==> src/rtl/tensor_loader_if.sv <==
// Handshake and data bundle for the tensor_loader parameter store.
// The master drives host/consumer-side controls and the slave is the loader itself.
interface tensor_loader_if #(
  parameter int unsigned WIDTH = 16,
  parameter int unsigned ROWS  = 4,
  parameter int unsigned COLS  = 16
);
  localparam int unsigned RW = (ROWS > 1) ? $clog2(ROWS) : 1;
  localparam int unsigned CW = $clog2(COLS);

  logic             write;
  logic [RW-1:0]    seli;
  logic [CW-1:0]    selj;
  logic [WIDTH-1:0] param_in;
  logic [WIDTH-1:0] param_out;
  logic             load_start;
  logic             loaded;
  logic             rd_row_req;
  logic [WIDTH-1:0] row_data;
  logic             row_valid;
  logic             row_ready;
  logic             row_last;
  logic             busy;

  modport master (
    output write, seli, selj, param_in, load_start, rd_row_req, row_ready,
    input  param_out, loaded, row_data, row_valid, row_last, busy
  );

  modport slave (
    input  write, seli, selj, param_in, load_start, rd_row_req, row_ready,
    output param_out, loaded, row_data, row_valid, row_last, busy
  );
endinterface

==> src/rtl/tensor_loader.sv <==
// ROWS x COLS parameter store with random access, auto-incrementing stream load
// and a valid/ready row-streaming read port.
module tensor_loader #(
  parameter int unsigned WIDTH = 16,
  parameter int unsigned ROWS  = 4,
  parameter int unsigned COLS  = 16
) (
  input logic            clk,
  input logic            reset,
  tensor_loader_if.slave bus
);
  localparam int unsigned RW = (ROWS > 1) ? $clog2(ROWS) : 1;
  localparam int unsigned CW = $clog2(COLS);

  typedef enum logic {LdIdle, LdLoad}   ld_state_e;
  typedef enum logic {StIdle, StStream} st_state_e;

  ld_state_e        ld_q, ld_d;
  st_state_e        st_q, st_d;
  logic [WIDTH-1:0] mem_q [ROWS][COLS];
  logic [RW-1:0]    ptr_i_q, ptr_i_d, row_q, row_d;
  logic [CW-1:0]    ptr_j_q, ptr_j_d, col_q, col_d, col_nxt;
  logic             loaded_q, loaded_d, busy_q, busy_d;
  logic             row_valid_q, row_valid_d, row_last_q, row_last_d;
  logic [WIDTH-1:0] row_data_q, row_data_d, param_out_q, param_out_d;
  logic             we, load_go;
  logic [RW-1:0]    wi;
  logic [CW-1:0]    wj;

  function automatic logic in_range(input logic [RW-1:0] i, input logic [CW-1:0] j);
    return (int'(i) < int'(ROWS)) && (int'(j) < int'(COLS));
  endfunction

  // Out-of-range cells read as zero.
  function automatic logic [WIDTH-1:0] elem(input logic [RW-1:0] i, input logic [CW-1:0] j);
    logic [WIDTH-1:0] v;
    v = '0;
    if (in_range(i, j)) v = mem_q[i][j];
    return v;
  endfunction

  assign col_nxt = col_q + CW'(1);

  always_comb begin
    ld_d        = ld_q;
    st_d        = st_q;
    ptr_i_d     = ptr_i_q;
    ptr_j_d     = ptr_j_q;
    loaded_d    = loaded_q;
    row_d       = row_q;
    col_d       = col_q;
    row_data_d  = row_data_q;
    row_valid_d = row_valid_q;
    row_last_d  = row_last_q;
    we          = 1'b0;
    wi          = bus.seli;
    wj          = bus.selj;
    load_go     = bus.load_start && (st_q == StIdle);
    param_out_d = elem(bus.seli, bus.selj);

    unique case (ld_q)
      LdIdle: begin
        if (bus.write && in_range(bus.seli, bus.selj)) we = 1'b1;
        if (load_go) begin
          ld_d     = LdLoad;
          ptr_i_d  = '0;
          ptr_j_d  = '0;
          loaded_d = 1'b0;
        end
      end
      LdLoad: begin
        if (load_go) begin
          ptr_i_d  = '0;
          ptr_j_d  = '0;
          loaded_d = 1'b0;
        end else if (bus.write) begin
          we = 1'b1;
          wi = ptr_i_q;
          wj = ptr_j_q;
          if (ptr_j_q == CW'(COLS - 1)) begin
            ptr_j_d = '0;
            if (ptr_i_q == RW'(ROWS - 1)) begin
              ptr_i_d  = '0;
              ld_d     = LdIdle;
              loaded_d = 1'b1;
            end else begin
              ptr_i_d = ptr_i_q + RW'(1);
            end
          end else begin
            ptr_j_d = ptr_j_q + CW'(1);
          end
        end
      end
      default: ld_d = LdIdle;
    endcase

    unique case (st_q)
      StIdle: begin
        // A simultaneous load_start (accepted here since the stream is idle) wins.
        if (bus.rd_row_req && (ld_q == LdIdle) && !bus.load_start) begin
          st_d        = StStream;
          row_d       = bus.seli;
          col_d       = '0;
          row_data_d  = elem(bus.seli, '0);
          row_valid_d = 1'b1;
          row_last_d  = 1'b0;
        end
      end
      StStream: begin
        if (row_valid_q && bus.row_ready) begin
          if (col_q == CW'(COLS - 1)) begin
            st_d        = StIdle;
            col_d       = '0;
            row_valid_d = 1'b0;
            row_last_d  = 1'b0;
          end else begin
            col_d      = col_nxt;
            row_data_d = elem(row_q, col_nxt);
            row_last_d = (col_nxt == CW'(COLS - 1));
          end
        end
      end
      default: st_d = StIdle;
    endcase

    busy_d = (ld_d == LdLoad) || (st_d == StStream);
  end

  always_ff @(posedge clk or posedge reset) begin
    if (reset) begin
      ld_q        <= LdIdle;
      st_q        <= StIdle;
      ptr_i_q     <= '0;
      ptr_j_q     <= '0;
      row_q       <= '0;
      col_q       <= '0;
      loaded_q    <= 1'b0;
      busy_q      <= 1'b0;
      row_valid_q <= 1'b0;
      row_last_q  <= 1'b0;
      row_data_q  <= '0;
      param_out_q <= '0;
      for (int r = 0; r < int'(ROWS); r++) begin
        for (int c = 0; c < int'(COLS); c++) begin
          mem_q[r][c] <= '0;
        end
      end
    end else begin
      ld_q        <= ld_d;
      st_q        <= st_d;
      ptr_i_q     <= ptr_i_d;
      ptr_j_q     <= ptr_j_d;
      row_q       <= row_d;
      col_q       <= col_d;
      loaded_q    <= loaded_d;
      busy_q      <= busy_d;
      row_valid_q <= row_valid_d;
      row_last_q  <= row_last_d;
      row_data_q  <= row_data_d;
      param_out_q <= param_out_d;
      if (we) mem_q[wi][wj] <= bus.param_in;
    end
  end

  assign bus.param_out = param_out_q;
  assign bus.loaded    = loaded_q;
  assign bus.row_data  = row_data_q;
  assign bus.row_valid = row_valid_q;
  assign bus.row_last  = row_last_q;
  assign bus.busy      = busy_q;
endmodule

==> src/flat_wrapper.sv <==
// flat-port wrapper written by rule: the top's interface ports become plain ports
module tensor_loader_flat 
#(
  parameter int unsigned WIDTH = 16,
  parameter int unsigned ROWS  = 4,
  parameter int unsigned COLS  = 16
)
  (clk, reset, bus_write, bus_seli, bus_selj, bus_param_in, bus_load_start, bus_rd_row_req, bus_row_ready, bus_param_out, bus_loaded, bus_row_data, bus_row_valid, bus_row_last, bus_busy);
  tensor_loader_if #(.WIDTH(WIDTH), .ROWS(ROWS), .COLS(COLS)) bus_i ();
  input logic clk;
  input logic reset;
  input wire logic [$bits(bus_i.write)-1:0] bus_write;
  input wire logic [$bits(bus_i.seli)-1:0] bus_seli;
  input wire logic [$bits(bus_i.selj)-1:0] bus_selj;
  input wire logic [$bits(bus_i.param_in)-1:0] bus_param_in;
  input wire logic [$bits(bus_i.load_start)-1:0] bus_load_start;
  input wire logic [$bits(bus_i.rd_row_req)-1:0] bus_rd_row_req;
  input wire logic [$bits(bus_i.row_ready)-1:0] bus_row_ready;
  output wire logic [$bits(bus_i.param_out)-1:0] bus_param_out;
  output wire logic [$bits(bus_i.loaded)-1:0] bus_loaded;
  output wire logic [$bits(bus_i.row_data)-1:0] bus_row_data;
  output wire logic [$bits(bus_i.row_valid)-1:0] bus_row_valid;
  output wire logic [$bits(bus_i.row_last)-1:0] bus_row_last;
  output wire logic [$bits(bus_i.busy)-1:0] bus_busy;
  assign bus_i.write = bus_write;
  assign bus_i.seli = bus_seli;
  assign bus_i.selj = bus_selj;
  assign bus_i.param_in = bus_param_in;
  assign bus_i.load_start = bus_load_start;
  assign bus_i.rd_row_req = bus_rd_row_req;
  assign bus_i.row_ready = bus_row_ready;
  assign bus_param_out = bus_i.param_out;
  assign bus_loaded = bus_i.loaded;
  assign bus_row_data = bus_i.row_data;
  assign bus_row_valid = bus_i.row_valid;
  assign bus_row_last = bus_i.row_last;
  assign bus_busy = bus_i.busy;
  tensor_loader #(.WIDTH(WIDTH), .ROWS(ROWS), .COLS(COLS)) u_core (.clk(clk), .reset(reset), .bus(bus_i));
endmodule
==> config.mk <==
export PLATFORM = sky130hd
export DESIGN_NAME = tensor_loader_flat
export DESIGN_NICKNAME = d
export VERILOG_FILES = /design/src/rtl/tensor_loader_if.sv /design/src/rtl/tensor_loader.sv /design/src/flat_wrapper.sv
export SDC_FILE = /design/constraint.sdc
export NUM_CORES = 2
export LEC_CHECK = 0
export ABC_AREA = 1
export BUFFER_PORTS_ARGS = -buffer_cell sky130_fd_sc_hd__buf_2
export CAP_MARGIN = 20
export CORE_MARGIN = 2
export CORE_UTILIZATION = 55
export DETAILED_ROUTE_END_ITERATION = 10
export PLACE_DENSITY = 0.69
export SLEW_MARGIN = 20
export SYNTH_ARGS = -nofsm -noshare
export SYNTH_HDL_FRONTEND = slang
export SYNTH_SLANG_ARGS = --single-unit
==> constraint.sdc <==
create_clock -name clk -period 81.1 [get_ports clk]
set_input_delay 0 -clock clk [delete_from_list [all_inputs] [get_ports clk]]
set_output_delay 0 -clock clk [all_outputs]
set_load 0.02 [all_outputs]
# ---- Word-level counts from Yosys, hierarchy flattened
# Index checks and enable logic that the tools add are counted.
dict set report word_totals {
  inputBits 28
  n_memories 0
  wordCells 191
  latchBits 0
  register_bits 1074
  mem_bits_ro 0
  ramBits 0
  out_inout_bits 36
}
dict set report op_classes {
  reduce_logical 15
  n_div 0
  n_mux 69
  n_eq_ne 12
  bitwise 8
  add_sub_neg 3
  order_cmp 8
  multipliers 0
  shifts 0
}
# cell n
set op_table {}
lappend op_table {{two-way mux 256 bit} 5}
lappend op_table {{binary-select mux 256 bit (select 2 bit)} 2}
lappend op_table {{bitwise mux 1024 bit} 1}
lappend op_table {{demux 256 bit (select 2 bit)} 1}
lappend op_table {{binary-select mux 16 bit (select 4 bit)} 2}
lappend op_table {{two-way mux 16 bit} 8}
lappend op_table {{demux 16 bit (select 4 bit)} 1}
lappend op_table {{two-way mux 4 bit} 10}
lappend op_table {{case mux 16 bit (2 select lines)} 1}
lappend op_table {{two-way mux 1 bit} 21}
lappend op_table {{two-way mux 2 bit} 8}
lappend op_table {{case mux 4 bit (2 select lines)} 2}
lappend op_table {{>= comparator 5 bit, second input constant} 3}
lappend op_table {{NOT 4 -> 5 bit} 3}
lappend op_table {{equality test 4 bit, second input constant} 3}
lappend op_table {{case mux 1 bit (2 select lines)} 6}
lappend op_table {{>= comparator 3 bit, second input constant} 3}
lappend op_table {{inequality test 3 bit, second input constant} 3}
lappend op_table {{NOT 2 -> 3 bit} 3}
lappend op_table {{AND reduction 3 bit} 3}
lappend op_table {{adder 4 x 1 -> 4 bit, second input constant} 2}
lappend op_table {{inequality test 2 bit, second input constant} 4}
lappend op_table {{logical AND 1 bit} 6}
lappend op_table {{AND reduction 2 bit} 3}
lappend op_table {{10 further kinds} 11}

# ---- Longest topological paths before layout
dict set report logic_depth {
  depth_word 12
  depth_mapped 15
}

# ---- Least setup slack after synthesis
# Ideal clock, no wire load.
dict set report synth_path {
  path_type {register -> register}
  startpoint {register u_core.col_q[0]}
  endpoint {register u_core.row_data_q[10], in the netlist u_core.bus.row_data[10]}
  setup_slack_ps 78728
  required_time_ps 81034
  stages_incl_launch_ff 14
  arrival_time_ps 2306
  synth_period_minus_slack_ps 2372
  setup_time_ps 66
  cell_sequence {dfrtp_1 > clkbuf_1 > inv_1 > clkbuf_1 > clkbuf_1 > ha_1 > clkbuf_1 > clkbuf_1 > nand2_1 > nand3_1 > nand3_1 > nand3_1 > nand2_1 > nand2_1}
}
dict set report synth_between {
  elab_chain_len 8
  elab_cells_between_ends 11
  classes_between {add/sub (1); eq/ne (2); mux (6); bitwise (1); reduce/logical (1)}
}
# item line_no
set synth_lines {}
lappend synth_lines {{start, declared} tensor_loader.sv:22} ;# logic [CW-1:0] ptr_j_q, ptr_j_d, col_q, col_d, col_nxt;
lappend synth_lines {{start signal, assigned} tensor_loader.sv:154} ;# col_q <= col_d;
lappend synth_lines {{adder 4 x 1 -> 4 bit} tensor_loader.sv:42} ;# assign col_nxt = col_q + CW'(1);
lappend synth_lines {{NOT 4 -> 5 bit (not written as such)} tensor_loader.sv:38} ;# if (in_range(i, j)) v = mem_q[i][j];
lappend synth_lines {{binary-select mux 16 bit (select 4 bit)} tensor_loader.sv:38}
lappend synth_lines {{two-way mux 16 bit (not written as such) (2 in series)} tensor_loader.sv:38}
lappend synth_lines {{two-way mux 16 bit} tensor_loader.sv:111} ;# if (col_q == CW'(COLS - 1)) begin
lappend synth_lines {{two-way mux 16 bit} tensor_loader.sv:110} ;# if (row_valid_q && bus.row_ready) begin
lappend synth_lines {{case mux 16 bit (2 select lines)} tensor_loader.sv:97} ;# unique case (st_q)
lappend synth_lines {{end signal, assigned} tensor_loader.sv:159} ;# row_data_q <= row_data_d;
lappend synth_lines {{end, declared} tensor_loader.sv:25} ;# logic [WIDTH-1:0] row_data_q, row_data_d, param_out_q, param_out_d;
# Several ways; a longest one is shown, not always the timed one. The select of a mux whose other input is x is not followed.
# A chain may end at the register's enable or synchronous reset.

# ---- Worst setup path in the final report
dict set report layout_path {
  startpoint {register u_core.row_q[0]}
  endpoint {register u_core.row_data_q[12], in the netlist u_core.bus.row_data[12]}
}
dict set report layout_between {
  elab_chain_len 10
}
# item line_no
set layout_lines {}
lappend layout_lines {{start, declared} tensor_loader.sv:21} ;# logic [RW-1:0] ptr_i_q, ptr_i_d, row_q, row_d;
lappend layout_lines {{start signal, assigned} tensor_loader.sv:153} ;# row_q <= row_d;
lappend layout_lines {{NOT 2 -> 3 bit (not written as such)} tensor_loader.sv:38}
lappend layout_lines {{binary-select mux 256 bit (select 2 bit)} tensor_loader.sv:38}
lappend layout_lines {{two-way mux 256 bit (not written as such) (2 in series)} tensor_loader.sv:38}
lappend layout_lines {{binary-select mux 16 bit (select 4 bit)} tensor_loader.sv:38}
lappend layout_lines {{two-way mux 16 bit (not written as such) (2 in series)} tensor_loader.sv:38}
lappend layout_lines {{two-way mux 16 bit} tensor_loader.sv:111}
lappend layout_lines {{two-way mux 16 bit} tensor_loader.sv:110}
lappend layout_lines {{case mux 16 bit (2 select lines)} tensor_loader.sv:97}
# Every way passes these cells. The select of a mux whose other input is x is not followed.

==> results.cfg <==
[timing]
fin_skew_ns = 0.0301
period_share_pct = 5.85
setup_tns_ns = 0
fmax_ghz = 0.211
worstMarginPinSlew_ns = 1.12
holdWs_ns = 0.0261
rsz0062_at_grt = no
hold_viol_final = 0
setup_viol = 0
min_period_ns = 4.74
relSlewSlack_pct = 24.8
drv_slew = 0

[place]
port_buffers = 63
place_hpwl_um = 124000
gp_congestion = 0.968

[status]
run_status = finished, final reports clean

[power]
vdd_ir_drop_max_v = 0.0000713
power_w = 0.00237
p_per_area_nw_per_um2 = 38.0
pwr-share-comb_pct = 39.4
pwr-share-seq_pct = 37.0
p_sw_share_pct = 44.5
power_leakage_nw = 28.0
cellInternalPower_w = 0.00132
p_switching_w = 0.00105
clockPowerShare_pct = 23.6

[logic_synthesis]
synthArstFlopShare_pct = 100
yosysWarnings = 0
synth_area_per_cell_um2 = 7.10
syn-cell-area_um2 = 58200
synth_top_area_share_pct = 46.2
post-synth-top-area-cell = dfrtp_1
yosys-top-cells-area = dfrtp_1 (46%), nand2_1 (19%), nand3_1 (8.7%), o21ai_0 (7.6%), o21ai_1 (5.6%)
yosysMostFrequentCell = nand2_1
synth_fp_nets = 8220
synth_flop_cell = dfrtp_1
netlist_instances = 8188
synth_commonest_cells = nand2_1 (2928), dfrtp_1 (1074), nand3_1 (1010)
ys_seq_area_share_pct = 46.2
synthDistinctLibCells = 33
ys_ff_latch = 1074
synth_edf_count = 0

[global_route]
overflow = 0
grt_max_degree = 166
antenna_found_initial = 6
grt_pass1_vias = 54400
grt_pass1_wl_um = 338000
grt_usage_pct = 40.8

[drt]
firstDrtPassIters = 7
wl_um = 224000
routed-via-count = 59300
wl_per_cell_um = 24.2
postRouteAntennaNets = 0
viasPerCell = 6.40
drt_iter0_drc = 10000
drc = 0

[clock_tree]
clk_path_buf_depth = 3
clk-insertion-delay-late_ns = 0.73
cts_buffers = 118
cts_tree = built
clk_pin_slew_ns = 0.06
cts-htree-levels = 3
clkSinkCount = 1074
cts.repair.resized = 0
cts-root-buf = clkbuf_16

[cells_and_area]
final_nets = 7791
syn_to_final_growth_pct = 7.22
drive_gt1_share_pct = 6.16
fillCellCount = 9908

[setup_path]
cp_max_fo = 83
path_class = register to register
cp.arrival_ns = 5.40
crit_required_ns = 81.76
worstSetupEndpointType = register
timing.rr.start = u_core.row_q[0]
startpoint = u_core.row_q[0]
critPathLaunchType = register

[floorplanning]
row_count = 119
num_io_pins = 64
die_w_um = 329
initial_core_util_pct = 55.3
design.core.area_um2 = 105000
die_h_um = 329
fp.dieArea_um2 = 108000

[min_path]
hold_class = input port to asynchronous set/reset pin

[run]
maxCapViolCount = 0
-- cells by family (layout without fill, tap and decap cells) --
group	after synthesis	count (layout)	synth area share [%]
and+or+nand+nor	4480	4480	31.6
AOI/OAI and AO/OA	1836	1836	16.5
DFF	1074	1074	46.2
buffers and inverters	790	463	5.58
adders and majority gates	4	4	0.0860
xor gates and xnor gates	4	4	0.0602
other	0	2	0
-- metal layers --
metal | GRT usage, % | vias to the layer above | routed length [um]
li1 | - | 26300 | -
met1 | 57.4 | 28000 | 88300
met2 | 56.7 | 4189 | 91000
met3 | 12.9 | 741 | 32800
met4 | 20.1 | 8 | 11700
met5 | 0 | - | 55
-- power by group through the flow --
| stage | clock network, W | registers, W | logic (W) |
|---|---|---|---|
| final | 0.000558 | 0.000877 | 0.000934 |
| after global routing | 0.000583 | 0.000897 | 0.00101 |
| after CTS | 0.000560 | 0.000868 | 0.000894 |
| after detailed placement | 0 | 0.000874 | 0.000891 |
| after global placement | 0 | 0.000872 | 0.000876 |
| after floorplan | 0 | 0.000829 | 0.000620 |
-- stage by stage --
| step | instance area, um^2 | instances | setup slack [ns] | util, % |
|---|---|---|---|---|
| 6_report | 62400 | 9254 | 76.36 | 59.3 |
| 5_1_grt | 62400 | 9252 | 76.17 | 59.3 |
| 4_1_cts | 62400 | 9252 | 76.55 | 59.3 |
| 3_5_place_dp | 58300 | 9021 | 76.56 | 55.5 |
| 3_3_place_gp | 58200 | 9018 | 76.57 | 55.4 |
| 2_1_floorplan | 58200 | 8188 | 50.87 | - |
-- sequential cells by signal, indices dropped and copies added (netlist names), 2 cells and up --
register              count
u_core.bus.row_data      16
u_core.mem_q           1024
u_core.row_q              2
u_core.bus.param_out     16
u_core.ptr_j_q            4
u_core.col_q              4
u_core.ptr_i_q            2
-- cells in the final DEF (no fill, tap or decap), types with 3 or more instances in the layout --
| cell | count |
|---|---|
| ha_1 | 3 |
| a21oi_1 | 39 |
| o22ai_1 | 236 |
| o21ai_0 | 886 |
| clkinv_2 | 28 |
| nand2_2 | 36 |
| o21ai_4 | 4 |
| clkbuf_16 | 119 |
| inv_1 | 17 |
| bufinv_16 | 9 |
| inv_2 | 24 |
| clkbuf_1 | 30 |
| nor2_2 | 7 |
| nor2_8 | 4 |
| buf_4 | 111 |
| inv_6 | 6 |
| inv_8 | 5 |
| dlygate4sd3_1 | 9 |
| nand2_4 | 7 |
| buf_12 | 5 |
| o211ai_1 | 15 |
| o21ai_1 | 651 |
| dfrtp_1 | 1070 |
| clkbuf_8 | 31 |
| buf_2 | 59 |
| nand2_1 | 2924 |
| nor2_1 | 477 |
| dfrtp_4 | 3 |
| buf_8 | 5 |
| nor2_4 | 11 |
| nand3_1 | 1010 |
-- final cells by class --
cell class                 count  area [um^2]  area share [%]
tap                         1391         1740            2.79
timing repair buffer         191         1420            2.27
antenna                        2         5.00         0.00802
sequential                  1074        26900            43.1
clock inverter                42          465           0.746
multi-input combinational   6324        28100            45.1
inverter                      50          235           0.377
clock buffer                 180         3520            5.64
-- worst max-delay path, cell delays in order (launching register included) --
cell and delay [ns]:
dfrtp_4 0.97, buf_4 0.81, buf_4 0.94, buf_4 0.72, nand2_1 0.11, nand3_1 0.12, nand3_1 0.09, nand2_1 0.14
nand2_1 0.06, nand3_1 0.27, nand3_1 0.11, nand3_1 0.12, nand2_1 0.07, nand2_1 0.06
-- repair_timing --
item / CTS / global route
endpoints found under the setup margin: 0 / 0
hold buffers: 9 / 0
hold endpoints to repair: 148 / 0
setup buffers: 0 / 0
-- path summary, 6_finish.rpt --
path	end	slack, ns	cells past startpoint
setup / recovery	u_core.bus.row_data[12]	76.36	13
hold / removal	u_core.mem_q[10]	0.03	3
setup reg to reg	u_core.bus.row_data[12]	76.36	13
hold reg to reg	u_core.bus.row_data[9]	0.48	2
max in group asynchronous	u_core.row_q[1]	77.77	6
min in group clk	u_core.mem_q[935]	0.03	4
No activity file was read; power rests on OpenSTA's default activity.
